$ cat config.mk
export PLATFORM = sky130hd
export DESIGN_NAME = uart_tx_fifo
export DESIGN_NICKNAME = d
export VERILOG_FILES = /design/src/rtl/uart_tx_fifo.sv
export SDC_FILE = /design/constraint.sdc
export NUM_CORES = 1
export LEC_CHECK = 0
export ABC_AREA = 1
export BUFFER_PORTS_ARGS = -buffer_cell sky130_fd_sc_hd__buf_2
export CAP_MARGIN = 0
export CORE_ASPECT_RATIO = 1.2
export CORE_MARGIN = 2
export CORE_UTILIZATION = 39
export CTS_CLUSTER_SIZE = 10
export DETAILED_ROUTE_END_ITERATION = 7
export PLACE_DENSITY = 0.56
export SKIP_LAST_GASP = 1
export SYNTH_ARGS = -nofsm -noshare
export SYNTH_HDL_FRONTEND = slang
export SYNTH_SLANG_ARGS = --single-unit
$ cat constraint.sdc
create_clock -name CLOCK -period 3.52 [get_ports CLOCK]
set_input_delay 0.176 -clock CLOCK [delete_from_list [all_inputs] [get_ports CLOCK]]
set_output_delay 0.176 -clock CLOCK [all_outputs]
set_load 0.01 [all_outputs]
$ cat src/rtl/uart_tx_fifo.sv
// uart_tx_fifo: byte FIFO plus transmit sequencer feeding a TxD serializer.
// Bytes pushed with WREN are buffered in a circular FIFO and launched one at a
// time with a single-cycle TXSTART pulse. The block waits for TXDONE and then
// an optional idle gap before it launches the next byte.
// Optional feature: define UART_TX_FIFO_OVF_EN to add a sticky OVERFLOW flag
// with an OVFCLR clear input.
module uart_tx_fifo #(
    parameter int DEPTH     = 16,
    parameter int AWIDTH    = 4,
    parameter int GAPCYCLES = 1
) (
    input  logic              CLOCK,
    input  logic              NRESET,
    input  logic [7:0]        WRDATA,
    input  logic              WREN,
    output logic              FULL,
    output logic              EMPTY,
    output logic [AWIDTH:0]   COUNT,
    output logic [7:0]        TXDATA,
    output logic              TXSTART,
    input  logic              TXBUSY,
    input  logic              TXDONE,
    output logic              IDLE
`ifdef UART_TX_FIFO_OVF_EN
    ,
    output logic              OVERFLOW,
    input  logic              OVFCLR
`endif
);

    typedef enum logic [1:0] {
        S_IDLE = 2'd0,
        S_WAIT = 2'd1,
        S_GAP  = 2'd2
    } state_t;

    // Gap counter only ever holds values up to GAPCYCLES-1.
    localparam int GW = (GAPCYCLES > 1) ? $clog2(GAPCYCLES) : 1;

    state_t            state;
    state_t            state_nxt;
    logic [GW-1:0]     gapcnt;
    logic [GW-1:0]     gapcnt_nxt;

    logic [7:0]        mem [DEPTH];
    logic [AWIDTH-1:0] wrptr;
    logic [AWIDTH-1:0] rdptr;
    logic [AWIDTH:0]   count;
    logic [7:0]        txdata;
    logic              txstart;

    logic              wr_ok;
    logic              pop;

    // FULL is taken from the registered count, so a same-cycle pop never
    // makes room for a write that arrives while full.
    assign FULL    = (count == (AWIDTH+1)'(DEPTH));
    assign EMPTY   = (count == '0);
    assign COUNT   = count;
    assign TXDATA  = txdata;
    assign TXSTART = txstart;
    assign IDLE    = EMPTY && (state == S_IDLE);
    assign wr_ok   = WREN && !FULL;

    // Next-state logic for the launch sequencer; pop occurs only on IDLE->WAIT.
    always_comb begin
        state_nxt  = state;
        gapcnt_nxt = gapcnt;
        pop        = 1'b0;
        case (state)
            S_IDLE: begin
                if (!EMPTY && !TXBUSY) begin
                    pop       = 1'b1;
                    state_nxt = S_WAIT;
                end
            end
            S_WAIT: begin
                if (TXDONE) begin
                    if (GAPCYCLES > 0) begin
                        state_nxt  = S_GAP;
                        gapcnt_nxt = GW'(GAPCYCLES - 1);
                    end else begin
                        state_nxt = S_IDLE;
                    end
                end
            end
            S_GAP: begin
                if (gapcnt == '0) begin
                    state_nxt = S_IDLE;
                end else begin
                    gapcnt_nxt = gapcnt - 1'b1;
                end
            end
            default: begin
                state_nxt = S_IDLE;
            end
        endcase
    end

    // Sequencer state and gap counter registers.
    always_ff @(posedge CLOCK or negedge NRESET) begin
        if (!NRESET) begin
            state  <= S_IDLE;
            gapcnt <= '0;
        end else begin
            state  <= state_nxt;
            gapcnt <= gapcnt_nxt;
        end
    end

    // FIFO storage; contents are deliberately left unreset.
    always_ff @(posedge CLOCK) begin
        if (wr_ok) begin
            mem[wrptr] <= WRDATA;
        end
    end

    // Pointers wrap naturally at DEPTH; occupancy tracks writes against pops.
    always_ff @(posedge CLOCK or negedge NRESET) begin
        if (!NRESET) begin
            wrptr <= '0;
            rdptr <= '0;
            count <= '0;
        end else begin
            if (wr_ok) begin
                wrptr <= wrptr + 1'b1;
            end
            if (pop) begin
                rdptr <= rdptr + 1'b1;
            end
            case ({wr_ok, pop})
                2'b10:   count <= count + 1'b1;
                2'b01:   count <= count - 1'b1;
                default: count <= count;
            endcase
        end
    end

    // Launch registers: data held until the next pop, start is a one-cycle pulse.
    always_ff @(posedge CLOCK or negedge NRESET) begin
        if (!NRESET) begin
            txdata  <= 8'h00;
            txstart <= 1'b0;
        end else begin
            txstart <= pop;
            if (pop) begin
                txdata <= mem[rdptr];
            end
        end
    end

`ifdef UART_TX_FIFO_OVF_EN
    // Sticky drop indicator; a new overflow takes priority over a clear.
    always_ff @(posedge CLOCK or negedge NRESET) begin
        if (!NRESET) begin
            OVERFLOW <= 1'b0;
        end else if (WREN && FULL) begin
            OVERFLOW <= 1'b1;
        end else if (OVFCLR) begin
            OVERFLOW <= 1'b0;
        end
    end
`endif

endmodule

==> flow_summary_export.csv, run 1 <==
group,metric,value,unit
min_path,hold_path.class,"in2reg",
synthesis,synth_fa_ha_area_frac,0.01649,
worst_setup_path,slowest_stage,"dfrtp_1",
global_routing,grt_max_degree,68,
timing,holdWs,0.1718,ns
routing,firstDrtPassIters,5,
power,powerDensity,788.3,mW/mm^2
worst_setup_path,critPathKind,"reg2reg",
timing,setup_violations,0,
placed_design,gp_congestion,0.9302,
run,cap_violations,0,
clocking,numCtsBuffers,17,
clocking,h-tree-depth,4,
worst_setup_path,worstSetupStartpoint,"COUNT[1]",
synthesis,synthTopCellsByArea,"edfxtp_1 56%, nand2_1 13%, dfrtp_1 8.8%",
power,power_frac_comb,0.338,
clocking,clock-sinks,152,
power,irDropWorstVdd,372.3,uV
worst_setup_path,crit_path_start_kind,"flip-flop",
timing,clock_skew,0.01430,ns
synthesis,netlist_instances,689,
timing,finalHoldViolCount,0,
synthesis,synth.distinct_cells,24,
worst_setup_path,crit_path_end_kind,"flip-flop",
timing,max_freq,379.9,MHz
worst_setup_path,arrival,3.00,ns
routing,via_per_inst,4.805,
final_layout,fin_nets,753,
worst_setup_path,rrSetupSlack,0.89,ns
routing,initialDrtViolationCount,345,
timing,tightestPinTransition,1.184,ns
clocking,cts_tree,"yes",
synthesis,synth_flop_cell,"edfxtp_1",
worst_setup_path,regToRegStartpoint,"COUNT[1]",
routing,drc,0,
power,switchingPower,0.002279,W
power,clkPwrFrac,0.277,
synthesis,synth_edf_count,128,
synthesis,synth_xor_xnor_area_share,0.01026,
synthesis,yosys-top-cells-count,"235 x nand2_1, 128 x edfxtp_1, 119 x inv_1, 102 x nand3_1, 24 x dfrtp_1",
die,dieArea,0.01859,mm^2
die,die_width,124.8,um
clocking,cts-resized-gates,0,
synthesis,synth_top_area_frac,0.5628,
global_routing,grt_pass1_wl,25120,um
synthesis,yosys-mux-area-fraction,0,
power,p_sw_frac,0.3705,
worst_setup_path,r2r_end,"COUNT[4]",
die,start_util,0.3946,
timing,rsz0062_at_grt,"no",
synthesis,synth_area_per_cell,9.912,um^2
routing,wl_per_cell,16.34,um
placed_design,portBuffers,29,
global_routing,grt_antenna_before_repair,0,
power,leakagePower,3.535,nW
worst_setup_path,crit_path_end,"COUNT[4]",
synthesis,synth_top_family_by_area,"simple AND/OR/NAND/NOR gates",
clocking,cts_hold_buf,2,
global_routing,first_global_vias,4637,
routing,vias,4622,
synthesis,synthSimpleGateAreaFrac,0.2241,
worst_setup_path,cp.required,3.89,ns
final_layout,layout-drive-gt1-share,0.1132,
synthesis,synthArstFlopShare,0.1579,
final_layout,syn_to_final_growth,14.24,%
clocking,clkTransAtPathRegs,0.06,ns
worst_setup_path,worstRegToRegCells,13,
worst_setup_path,worst-path-max-fanout,15,
power,p_int,0.003871,W
clocking,post_cts_buffers,0,
timing,finalMaxSlewViolations,0,
routing,drt-total-wl,15720,um
routing,ant_nets,0,
die,die-height,149.0,um
synthesis,synthesis.area,0.006829,mm^2
timing,fin_crit,2.633,ns
synthesis,synth_area_leader_cell,"edfxtp_1",
worst_setup_path,path_cells,"nor4_4 -> nand2_2 -> nand2_2 -> inv_2 -> ha_1 -> ha_1 -> inv_1 -> o21bai_1 -> inv_1 -> nand2_1 -> xor2_1 -> nand2_1 -> nand2_1",
power,p_seq_frac,0.385,
worst_setup_path,critPathMostFrequentCell,"nand2_1",
synthesis,synth_seq_area_share,0.6508,
timing,tns,0,ns
synthesis,syn_nets,711,
die,core-area,0.01731,mm^2
timing,relSlewSlack,0.2044,
outcome,status,"finished clean",
synthesis,yosysMostFrequentCell,"nand2_1",
clocking,cts_buffer_depth,2,
placed_design,hpwlAfterDp,10280,um
final_layout,antenna_cells,0,
global_routing,grt_use_total,0.1809,
die,rows,53,
worst_setup_path,max_stage_delay,0.45,ns
clocking,root_buffer,"clkbuf_16",
synthesis,ys_ff_latch,152,
timing,min_period_over_period,0.7479,
final_layout,fillCellCount,1607,
global_routing,overflow,0,
synthesis,synth_compound_area_frac,0.006596,
synthesis,ys_warn_count,0,
die,io_pins,30,
clocking,clk_latency,0.43,ns
-- worst max-delay path: cells and delay by family (launching register included) --
| kind | cells | cell delay (ns) |
|---|---|---|
| flops | 1 | 0.45 |
| compound gates | 1 | 0.16 |
| xor+xnor | 1 | 0.14 |
| simple gates | 6 | 0.87 |
| buf+inv | 3 | 0.29 |
| fa+ha+maj | 2 | 0.66 |
-- layer usage --
metal / vias to the layer above / GRT usage / share of wire
li1: 2282 / - / -
met1: 2226 / 0.2116 / 0.40
met2: 91 / 0.3265 / 0.54
met3: 23 / 0.04197 / 0.041
met4: 0 / 0.06404 / 0.015
met5: - / 0 / 0
-- logic make-up after synthesis --
| kind of cell | Yosys count |
|---|---|
| AOI/OAI and AO/OA | 8 |
| xor gates and xnor gates | 8 |
| adders and majority gates | 9 |
| buffers and inverters | 151 |
| DFF | 152 |
| and+or+nand+nor | 361 |
-- area by class of cell --
cell class	instances	area, um^2	share of cell area
Timing Repair Buffer	52	322.8	0.04138
Clock buffer	19	432.9	0.05549
Inverter	122	457.9	0.05870
Clock inverter	11	108.9	0.01395
Tap cell	220	275.3	0.03528
Sequential cell	152	4446	0.5698
Multi-Input combinational cell	386	1758	0.2253
-- stage by stage --
step / worst slack [ns] / utilization / power, W / cells / cell area (um^2)
final: 0.8875 / 0.4507 / 0.006150 / 962 / 7801
after global routing: 0.6169 / 0.4507 / 0.006545 / 962 / 7801
after CTS: 0.8853 / 0.4507 / 0.006210 / 962 / 7801
after detailed placement: 0.9084 / 0.4183 / 0.004498 / 930 / 7239
after global placement: 1.006 / 0.4183 / 0.004456 / 930 / 7239
after floorplan: 1.215 / - / 0.003838 / 689 / 6829
-- state kept, by name (all words and copies together) (netlist names) --
register  cells
mem         128
TXDATA        8
COUNT         5
rdptr         4
wrptr         4
state         2
TXSTART       1
-- how the worst min path moves through the flow --
stage | start | to | slack, ns | cells past startpoint
global placement | NRESET | TXDATA[0] | 0.18 | 1
finish | WRDATA[6] | mem[14][6] | 0.17 | 1
global route | WRDATA[6] | mem[8][6] | 0.18 | 1
detailed placement | NRESET | TXDATA[0] | 0.19 | 1
CTS | WRDATA[6] | mem[8][6] | 0.16 | 1
floorplan | NRESET | COUNT[0] | -0.12 | 0
-- power by group through the flow --
stage	clock, W	combinational, W	sequential, W
floorplan	0	0.00144	0.00240
global placement	0	0.00206	0.00239
detailed placement	0	0.00210	0.00240
CTS	0.00173	0.00211	0.00237
global route	0.00181	0.00233	0.00240
finish	0.00170	0.00208	0.00237
-- cells in the final DEF (no fill, tap or decap), drive strengths merged, types with 2 or more instances in the layout --
cell type and instances:
xnor2 3, bufinv 2, inv 121, o21ai 5, buf 50, xor2 5, clkinv 9, dlygate4sd3 2
clkbuf 19, nor2 3, dfrtp 24, ha 9, edfxtp 128, nor3 16, nand2 238, nand3 102
Power figures use the tool's default switching activity.
==> run 2: changes to the inputs <==
- clock period: 3.52 -> 2.65 ns (I/O delays scaled with it)
==> run 2 against run 1 <==
  * Wire length fell by 3.4%
  * Utilization rose by 0.48 points
  * Sequential cell count did not move
  * Worst hold slack got worse by 0.090 ns
  * Fmax rose by 11%
  * Cell count rose by 0.52%
  * Non-clock buffer count rose by 3
  * Cell area rose by 1.1%
  * Power rose by 35%
  * Combinational power rose by 35%
  * Via count fell by 1.9%
  * Critical path type unchanged
  * Critical endpoint unchanged
==> flow_summary_export.csv, run 2 (same netlist as run 1, synthesis figures left out) <==
group,metric,value,unit
final_layout,multiInputGateArea,0.001770,mm^2
timing,min_period_over_period,0.8968,
routing,wl_per_cell,15.70,um
clocking,numCtsBuffers,17,
timing,holdWs,0.08216,ns
clocking,cts_buffer_depth,2,
worst_setup_path,crit_path_start_kind,"flip-flop",
clocking,clock-sinks,152,
routing,firstDrtPassIters,7,
die,dieArea,0.01859,mm^2
global_routing,grt_use_total,0.1711,
die,core-area,0.01731,mm^2
timing,finalHoldViolCount,0,
die,die-height,149.0,um
clocking,cts_tree,"yes",
final_layout,utilization,0.4556,
clocking,clk_latency,0.42,ns
final_layout,syn_to_final_growth,15.46,%
final_layout,fin_nets,756,
routing,initialDrtViolationCount,262,
die,die_width,124.8,um
timing,relSlewSlack,0.3256,
clocking,root_buffer,"clkbuf_16",
global_routing,first_global_vias,4418,
global_routing,grt_antenna_before_repair,0,
final_layout,fillCellCount,1647,
power,irDropWorstVdd,406.9,uV
placed_design,hpwlAfterDp,9897,um
timing,finalMaxSlewViolations,0,
die,start_util,0.3946,
routing,ant_nets,0,
final_layout,layout_common_cells,"235 x nand2_1, 128 x edfxtp_1, 119 x inv_1",
clocking,post_cts_buffers,0,
worst_setup_path,crit_path_end_kind,"flip-flop",
die,io_pins,30,
routing,drc,0,
routing,vias,4536,
worst_setup_path,arrival,2.73,ns
run,cap_violations,0,
die,rows,53,
final_layout,layout-drive-gt1-share,0.1232,
final_layout,regArea,0.004446,mm^2
placed_design,gp_congestion,0.8422,
final_layout,antenna_cells,0,
timing,clock_skew,0.01142,ns
power,powerDensity,1056,mW/mm^2
final_layout,layout_commonest_cell,"nand2_1",
routing,via_per_inst,4.691,
power,leakagePower,3.561,nW
timing,max_freq,420.8,MHz
worst_setup_path,critPathKind,"reg2reg",
timing,setup_violations,0,
routing,drt-total-wl,15190,um
placed_design,portBuffers,29,
clocking,h-tree-depth,4,
timing,rsz0062_at_grt,"no",
global_routing,grt_max_degree,42,
global_routing,grt_pass1_wl,24140,um
timing,tightestPinTransition,1.004,ns
outcome,status,"finished clean",
worst_setup_path,worst-path-max-fanout,14,
worst_setup_path,cp.required,3.01,ns
timing,fin_crit,2.377,ns
clocking,clkTransAtPathRegs,0.06,ns
min_path,hold_path.class,"in2reg",
timing,tns,0,ns
final_layout,largest_reg_flops,128,
final_layout,largest_register,"mem",
global_routing,overflow,0,
[run 2: final cells by class]
| class | count | area share |
|---|---|---|
| Sequential cell | 152 | 0.5638 |
| Timing Repair Buffer | 55 | 0.04538 |
| Inverter | 122 | 0.05808 |
| Clock inverter | 14 | 0.01888 |
| Clock buffer | 18 | 0.05443 |
| Tap cell | 220 | 0.03491 |
| Multi-Input combinational cell | 386 | 0.2245 |
[run 2: where the power goes]
part / internal [W] / total [W] / switching [W]
registers: 0.00294 / 0.00317 / 0.000228
clock network: 0.00139 / 0.00236 / 0.000969
logic: 0.000890 / 0.00280 / 0.00191
total: 0.00522 / 0.00833 / 0.00311
[run 2: final timing paths]
| kind | from | endpoint | slack, ns | depth (start not counted) |
|---|---|---|---|---|
| setup reg to reg | COUNT[1] | COUNT[4] | 0.27 | 14 |
| hold reg to reg | TXDATA[7] | TXDATA[7] | 0.48 | 2 |
| max in group asynchronous | NRESET | rdptr[0] | 2.02 | 2 |
| hold / removal | TXBUSY | TXSTART | 0.08 | 4 |
| min in group asynchronous | NRESET | TXDATA[4] | 0.24 | 2 |
| setup / recovery | COUNT[1] | COUNT[4] | 0.27 | 14 |
[run 2: worst max-delay path: stages (launching register included)]
cell     delay, ns
dfrtp_1       0.46
nor4_4        0.34
nand2_2       0.11
nand2_2       0.09
inv_2         0.11
ha_4          0.21
xor2_1        0.22
ha_1          0.19
inv_1         0.04
nand2_1       0.11
nand3_1       0.09
nand2_1       0.08
xor2_1        0.15
nand2_1       0.07
nand2_1       0.05
[run 2: layer usage]
metal	track usage	part of all wire	up-vias
li1	-	-	2295
met3	0.03049	0.043	9
met1	0.2139	0.43	2119
met4	0.06461	0.014	0
met2	0.2978	0.51	113
met5	0	0	-
[run 2: metrics by stage]
stage	power [W]	cell area, um^2	setup slack, ns	std cells
detailed placement	0.006012	7274	0.2344	933
finish	0.008330	7885	0.2734	967
global placement	0.005945	7274	0.3550	933
global route	0.008858	7885	0.05644	967
CTS	0.008392	7873	0.2035	967
floorplan	0.005098	6829	0.3449	689
[run 2: timing repair]
item                       CTS  global route
hold endpoints to repair    26             0
gates resized for setup      0             2
setup endpoints to repair    0             1
hold buffers                 2             0
